File: src/rtl/bit_decoder_pkg.sv
// Shared constants and wire types for the Zba/Zbb/Zbs decoder.
// Opcode/funct encodings live apart from the record types they feed.
package bit_decoder_const_pkg;
   localparam logic [6:0] OPC_OP     = 7'b0110011;
   localparam logic [6:0] OPC_IMM    = 7'b0010011;
   localparam logic [6:0] F7_SHADD   = 7'b0010000;
   localparam logic [6:0] F7_NEG     = 7'b0100000;
   localparam logic [6:0] F7_MINMAX  = 7'b0000101;
   localparam logic [6:0] F7_ROT     = 7'b0110000;
   localparam logic [6:0] F7_ZEXT    = 7'b0000100;
   localparam logic [6:0] F7_BCLR    = 7'b0100100;
   localparam logic [6:0] F7_BINV    = 7'b0110100;
   localparam logic [6:0] F7_BSET    = 7'b0010100;
   localparam logic [11:0] IMM_CLZ   = 12'h600;
   localparam logic [11:0] IMM_CTZ   = 12'h601;
   localparam logic [11:0] IMM_CPOP  = 12'h602;
   localparam logic [11:0] IMM_SEXTB = 12'h604;
   localparam logic [11:0] IMM_SEXTH = 12'h605;
   localparam logic [11:0] IMM_ORCB  = 12'h287;
   localparam logic [11:0] IMM_REV8  = 12'h698;
endpackage

package bit_decoder_pkg;
   typedef struct packed {
      logic sh1add;
      logic sh2add;
      logic sh3add;
   } zba_op_type;

   typedef struct packed {
      logic andn;
      logic orn;
      logic xnor_op;
      logic clz;
      logic ctz;
      logic cpop;
      logic max;
      logic maxu;
      logic min;
      logic minu;
      logic sext_b;
      logic sext_h;
      logic zext_h;
      logic rol;
      logic ror;
      logic orc_b;
      logic rev8;
   } zbb_op_type;

   typedef struct packed {
      logic bclr;
      logic bext;
      logic binv;
      logic bset;
   } zbs_op_type;

   typedef struct packed {
      zba_op_type bit_zba;
      zbb_op_type bit_zbb;
      zbs_op_type bit_zbs;
   } bit_op_type;

   typedef struct packed {
      logic [31:0] instr;
   } dec_in_t;

   typedef struct packed {
      bit_op_type  bit_op;
      logic        sel;
      logic [31:0] imm;
      logic [4:0]  rs1;
      logic [4:0]  rs2;
      logic [4:0]  rd;
      logic        is_bit;
   } dec_out_t;

   typedef enum logic [1:0] {
      EMPTY = 2'd0,
      ONE   = 2'd1,
      FULL  = 2'd2
   } state_t;
endpackage

File: src/rtl/bit_decoder_table.sv
// Combinational Zba/Zbb/Zbs decode of one RV32 instruction word.
module bit_decode_table
   import bit_decoder_pkg::*;
   import bit_decoder_const_pkg::*;
(
   input  dec_in_t  din,
   output dec_out_t dout
);
   logic [6:0]  opc;
   logic [2:0]  f3;
   logic [6:0]  f7;
   logic [4:0]  rs2;
   logic [11:0] imm12;
   logic        shift;

   assign opc   = din.instr[6:0];
   assign f3    = din.instr[14:12];
   assign f7    = din.instr[31:25];
   assign rs2   = din.instr[24:20];
   assign imm12 = din.instr[31:20];

   always_comb begin
      dout     = '0;
      shift    = 1'b0;
      dout.rs1 = din.instr[19:15];
      dout.rs2 = rs2;
      dout.rd  = din.instr[11:7];
      if (opc == OPC_OP) begin
         unique case ({f7, f3})
            {F7_SHADD, 3'b010}:  dout.bit_op.bit_zba.sh1add = 1'b1;
            {F7_SHADD, 3'b100}:  dout.bit_op.bit_zba.sh2add = 1'b1;
            {F7_SHADD, 3'b110}:  dout.bit_op.bit_zba.sh3add = 1'b1;
            {F7_NEG, 3'b111}:    dout.bit_op.bit_zbb.andn = 1'b1;
            {F7_NEG, 3'b110}:    dout.bit_op.bit_zbb.orn = 1'b1;
            {F7_NEG, 3'b100}:    dout.bit_op.bit_zbb.xnor_op = 1'b1;
            {F7_MINMAX, 3'b110}: dout.bit_op.bit_zbb.max = 1'b1;
            {F7_MINMAX, 3'b111}: dout.bit_op.bit_zbb.maxu = 1'b1;
            {F7_MINMAX, 3'b100}: dout.bit_op.bit_zbb.min = 1'b1;
            {F7_MINMAX, 3'b101}: dout.bit_op.bit_zbb.minu = 1'b1;
            {F7_ROT, 3'b001}:    dout.bit_op.bit_zbb.rol = 1'b1;
            {F7_ROT, 3'b101}:    dout.bit_op.bit_zbb.ror = 1'b1;
            {F7_ZEXT, 3'b100}:   dout.bit_op.bit_zbb.zext_h = (rs2 == 5'd0);
            {F7_BCLR, 3'b001}:   dout.bit_op.bit_zbs.bclr = 1'b1;
            {F7_BCLR, 3'b101}:   dout.bit_op.bit_zbs.bext = 1'b1;
            {F7_BINV, 3'b001}:   dout.bit_op.bit_zbs.binv = 1'b1;
            {F7_BSET, 3'b001}:   dout.bit_op.bit_zbs.bset = 1'b1;
            default: ;
         endcase
      end else if (opc == OPC_IMM) begin
         // unary forms match the full imm12; shift forms only funct7
         unique case ({f3, imm12})
            {3'b001, IMM_CLZ}:   dout.bit_op.bit_zbb.clz = 1'b1;
            {3'b001, IMM_CTZ}:   dout.bit_op.bit_zbb.ctz = 1'b1;
            {3'b001, IMM_CPOP}:  dout.bit_op.bit_zbb.cpop = 1'b1;
            {3'b001, IMM_SEXTB}: dout.bit_op.bit_zbb.sext_b = 1'b1;
            {3'b001, IMM_SEXTH}: dout.bit_op.bit_zbb.sext_h = 1'b1;
            {3'b101, IMM_ORCB}:  dout.bit_op.bit_zbb.orc_b = 1'b1;
            {3'b101, IMM_REV8}:  dout.bit_op.bit_zbb.rev8 = 1'b1;
            default: ;
         endcase
         unique case ({f7, f3})
            {F7_ROT, 3'b101}: begin
               dout.bit_op.bit_zbb.ror = 1'b1;
               shift = 1'b1;
            end
            {F7_BCLR, 3'b001}: begin
               dout.bit_op.bit_zbs.bclr = 1'b1;
               shift = 1'b1;
            end
            {F7_BCLR, 3'b101}: begin
               dout.bit_op.bit_zbs.bext = 1'b1;
               shift = 1'b1;
            end
            {F7_BINV, 3'b001}: begin
               dout.bit_op.bit_zbs.binv = 1'b1;
               shift = 1'b1;
            end
            {F7_BSET, 3'b001}: begin
               dout.bit_op.bit_zbs.bset = 1'b1;
               shift = 1'b1;
            end
            default: ;
         endcase
      end
      dout.is_bit = |dout.bit_op;
      if (shift) begin
         dout.sel = 1'b1;
         dout.imm = {27'b0, rs2};
      end
   end
endmodule

File: src/rtl/bit_decoder.sv
// Bit-manip decode stage: decode table feeding a 2-entry skid FIFO.
module bit_decoder
   import bit_decoder_pkg::*;
(
   input  logic        clock,
   input  logic        reset,
   input  logic        flush,
   input  logic        in_valid,
   output logic        in_ready,
   input  logic [31:0] in_instr,
   output logic        out_valid,
   input  logic        out_ready,
   output bit_op_type  out_bit_op,
   output logic        out_sel,
   output logic [31:0] out_imm,
   output logic [4:0]  out_rs1,
   output logic [4:0]  out_rs2,
   output logic [4:0]  out_rd,
   output logic        out_bit
);
   dec_in_t  din;
   dec_out_t dec;
   dec_out_t head;
   dec_out_t tail;
   state_t   state;
   state_t   state_nx;
   logic     accept;
   logic     consume;
   logic     ld_head;
   logic     ld_tail;
   logic     ld_shift;

   assign din.instr = in_instr;

   bit_decode_table u_table (
      .din  (din),
      .dout (dec)
   );

   assign accept  = in_valid & in_ready;
   assign consume = out_valid & out_ready;

   always_ff @(posedge clock or posedge reset) begin
      if (reset) state <= EMPTY;
      else       state <= state_nx;
   end

   always_comb begin
      state_nx = state;
      ld_head  = 1'b0;
      ld_tail  = 1'b0;
      ld_shift = 1'b0;
      if (flush) begin
         state_nx = EMPTY;
      end else begin
         unique case (state)
            EMPTY: if (accept) begin
               state_nx = ONE;
               ld_head  = 1'b1;
            end
            ONE: begin
               if (accept && !consume) begin
                  state_nx = FULL;
                  ld_tail  = 1'b1;
               end else if (consume && !accept) begin
                  state_nx = EMPTY;
               end else if (accept && consume) begin
                  ld_head = 1'b1;
               end
            end
            FULL: if (consume) begin
               state_nx = ONE;
               ld_shift = 1'b1;
            end
            default: state_nx = EMPTY;
         endcase
      end
   end

   // ready comes only from the state register, never from out_ready
   always_comb begin
      in_ready  = (state != FULL);
      out_valid = (state != EMPTY);
   end

   always_ff @(posedge clock or posedge reset) begin
      if (reset) begin
         head <= '0;
         tail <= '0;
      end else begin
         if (ld_head)       head <= dec;
         else if (ld_shift) head <= tail;
         if (ld_tail)       tail <= dec;
      end
   end

   assign out_bit_op = head.bit_op;
   assign out_sel    = head.sel;
   assign out_imm    = head.imm;
   assign out_rs1    = head.rs1;
   assign out_rs2    = head.rs2;
   assign out_rd     = head.rd;
   assign out_bit    = head.is_bit;
endmodule

File: config.mk
export PLATFORM = sky130hd
export DESIGN_NAME = bit_decoder
export DESIGN_NICKNAME = d
export VERILOG_FILES = /design/src/rtl/bit_decoder_pkg.sv /design/src/rtl/bit_decoder_table.sv /design/src/rtl/bit_decoder.sv
export SDC_FILE = /design/constraint.sdc
export NUM_CORES = 1
export LEC_CHECK = 0
export ABC_CLOCK_PERIOD_IN_PS = 8000
export BUFFER_PORTS_ARGS = -buffer_cell sky130_fd_sc_hd__buf_2
export CAP_MARGIN = 30
export CORE_UTILIZATION = 30
export CTS_BUF_LIST = sky130_fd_sc_hd__clkbuf_8
export DETAILED_ROUTE_END_ITERATION = 8
export PLACE_DENSITY_LB_ADDON = 0.1
export SLEW_MARGIN = 10
export SYNTH_ARGS = -nofsm -noshare
export SYNTH_HDL_FRONTEND = slang
export SYNTH_SLANG_ARGS = --single-unit
File: constraint.sdc
create_clock -name clock -period 8 [get_ports clock]
set_input_delay 0.8 -clock clock [delete_from_list [all_inputs] [get_ports clock]]
set_output_delay 0.8 -clock clock [all_outputs]
set_load 0.05 [all_outputs]
==> flow_metrics.env <==
export IMPL_synthTopCellsByCount="109 x nand2_1, 94 x dfrtp_1, 47 x o21ai_0, 27 x buf_4, 24 x a22oi_1"
export IMPL_synth_edf_count=0
export IMPL_power_density_nw_per_um2=194
export IMPL_startpoint_type="flip-flop"
export IMPL_diodes=0
export IMPL_htreeDepth=3
export IMPL_busiest_layer="met2"
export IMPL_crit_arrival_ns=2.83
export IMPL_syn_to_final_growth_pct=14.2
export IMPL_clock_tree_root_cell="clkbuf_8"
export IMPL_overflow=0
export IMPL_cp_end_kind="flip-flop"
export IMPL_grt_pass1_wl_mm=20.7
export IMPL_num_rows=45
export IMPL_reg2reg_to="out_imm[3]"
export IMPL_path_class="flip-flop to flip-flop"
export IMPL_finalWorstSetupSlack_ns=5.43
export IMPL_yosysSeqAreaShare_pct=50.6
export IMPL_routed_via_count=3723
export IMPL_fin_crit_ns=2.57
export IMPL_reg2reg_setup_slack_ns=5.43
export IMPL_grt_pass1_vias=3697
export IMPL_wire_per_inst_um=17.1
export IMPL_fin_nets=586
export IMPL_vdd_drop_max_mv=0.0931
export IMPL_dieArea_um2=16000
export IMPL_fin_skew_ns=0.0102
export IMPL_power_leakage_nw=2.48
export IMPL_ant_nets=0
export IMPL_grt_total_usage_pct=16.8
export IMPL_synth_top_cell_area_share_pct=50.6
export IMPL_required_ns=8.26
export IMPL_port_buffers=84
export IMPL_timing_slew_headroom_pct=48.4
export IMPL_slew_viol_final=0
export IMPL_post_cts_buffers=0
export IMPL_cts_buffers=9
export IMPL_synth_cell_types=59
export IMPL_yosys_top_cells_area="dfrtp_1 51%, nand2_1 8.8%, o21ai_0 5.1%"
export IMPL_die_w_um=126
export IMPL_grt_max_degree=69
export IMPL_drc=0
export IMPL_gp_congestion=0.790
export IMPL_first_iter_violations=182
export IMPL_die_h_um=126
export IMPL_antenna_found_initial=0
export IMPL_drive_gt1_share_pct=23.5
export IMPL_ys_flop_type="dfrtp_1"
export IMPL_insertion_delay_ns=0.38
export IMPL_met3_usage_pct=5.27
export IMPL_syn_area_um2=4650
export IMPL_drv_cap=0
export IMPL_dpl_hpwl_mm=8.37
export IMPL_async_reset_ff_share_pct=100
export IMPL_grt_use_met1_pct=23.0
export IMPL_core_area_um2=15100
export IMPL_r2r_start="state[0]"
export IMPL_cts_hold_fix_buffers=0
export IMPL_synth_seq_cells=94
export IMPL_num_io_pins=112
export IMPL_hold_viol=0
export IMPL_synth_top_cell_by_area="dfrtp_1"
export IMPL_synth_most_common_cell="nand2_1"
export IMPL_outcome="complete, no violations"
export IMPL_max_freq_mhz=389
export IMPL_synth_cells=479
export IMPL_place_ws_ns=5.14
export IMPL_grt_setup_unrepaired="false"
export IMPL_placed_cells=726
export IMPL_path_clk_slew_ns=0.09
export IMPL_ys_warn_count=0
export IMPL_cp_max_fo=49
export IMPL_clk_path_buf_depth=2
export IMPL_reg2reg_depth=7
export IMPL_viasPerCell=5.02
export IMPL_hp_class="primary input to async pin"
export IMPL_cts_resized=0
export IMPL_cts_tree="yes"
export IMPL_wirelength_mm=12.7
export IMPL_stdcell_count=741
export IMPL_whs_ns=0.467
export IMPL_p_total_mw=1.03
export IMPL_worst_pin_slew_ns=0.774
export IMPL_fin_setup_tns_ns=0
export IMPL_fin_crit_sh_pct=32.2
export IMPL_gr_usage_met2_pct=25.7
export IMPL_finalSetupViolCount=0
export IMPL_avgSynthCellArea_um2=9.71
export IMPL_dr_pass1_iters=4
export IMPL_cts_sinks=94
export IMPL_initial_utilization_pct=30.7
[flip-flops by register name (all words and copies together) (netlist names)]
register    flops
out_bit         1
out_bit_op     24
out_imm         5
out_rd          5
out_rs1         5
out_rs2         5
out_sel         1
state           2
tail           46
[worst max-delay path, cell delays in order, from the launching register on]
cell,delay [ns]
dfrtp_1,0.42
nand2b_1,0.23
nor3b_4,0.21
buf_4,0.57
nor2_2,0.30
buf_4,0.31
a22o_1,0.20
a21o_1,0.16
[layout by cell type, fill, tap and decap left out, types with 3 or more instances in the layout]
cell type / count
nor2_1: 14
nor4_1: 4
a221o_1: 3
o21ai_0: 47
nor2b_1: 5
or3_1: 4
nand3_1: 6
buf_2: 84
a22o_1: 6
o41ai_2: 3
o31ai_1: 6
clkbuf_8: 11
nor4b_1: 4
a22oi_1: 24
buf_4: 6
mux2i_1: 12
nand2b_1: 6
and3b_1: 3
a21o_1: 4
a21oi_1: 5
or2_2: 3
nand4_1: 9
conb_1: 27
a211oi_1: 3
inv_1: 3
dfrtp_1: 94
nor3_1: 6
nand2_1: 109
[logic make-up (layout without fill, tap and decap cells)]
group	Yosys count	count (layout)	share of synthesized area, %
simple gates	198	198	22.5
compound gates	114	114	16.8
flops	94	94	50.6
buf+inv	60	108	7.40
mux	12	12	2.58
other cells	1	27	0.0807
[stage by stage]
stage / utilization, % / area (µm²)
final: 35.1 / 5310
after detailed placement: 33.9 / 5130
after CTS: 35.1 / 5310
after floorplan: - / 4750
after global routing: 35.1 / 5310
after global placement: 33.9 / 5130
[metal layers]
layer	part of all wire (%)	vias to the layer above	wire length, µm
met5	0	-	0
li1	-	1785	-
met2	45	96	5700
met3	6.0	11	766
met1	48	1831	6140
met4	0.84	0	107
[report_power, final]
part	total, mW	switching (mW)	internal, mW
sequential	0.532	0.0200	0.512
combinational	0.203	0.157	0.0452
clock	0.298	0.171	0.127
total	1.03	0.349	0.684
[worst max-delay path by stage]
stage | cells after the start | endpoint | slack (ns) | from
5_1_grt | 7 | out_imm[3] | 5.32 | state[0]
6_report | 7 | out_imm[3] | 5.43 | state[0]
2_1_floorplan | 1 | out_bit | 4.75 | reset
3_3_place_gp | 7 | out_imm[4] | 5.21 | flush
4_1_cts | 7 | out_imm[3] | 5.43 | state[0]
3_5_place_dp | 7 | out_imm[3] | 5.14 | flush
[final cells by class]
type / count / area (µm²)
Fill cell: 1568 / 9840
Sequential cell: 94 / 2350
Tap cell: 188 / 235
Multi-Input combinational cell: 351 / 2070
Clock inverter: 4 / 23.8
Inverter: 3 / 13.8
Timing Repair Buffer: 90 / 465
Clock buffer: 11 / 151
Note: power is estimated with default switching activity, not from simulation.
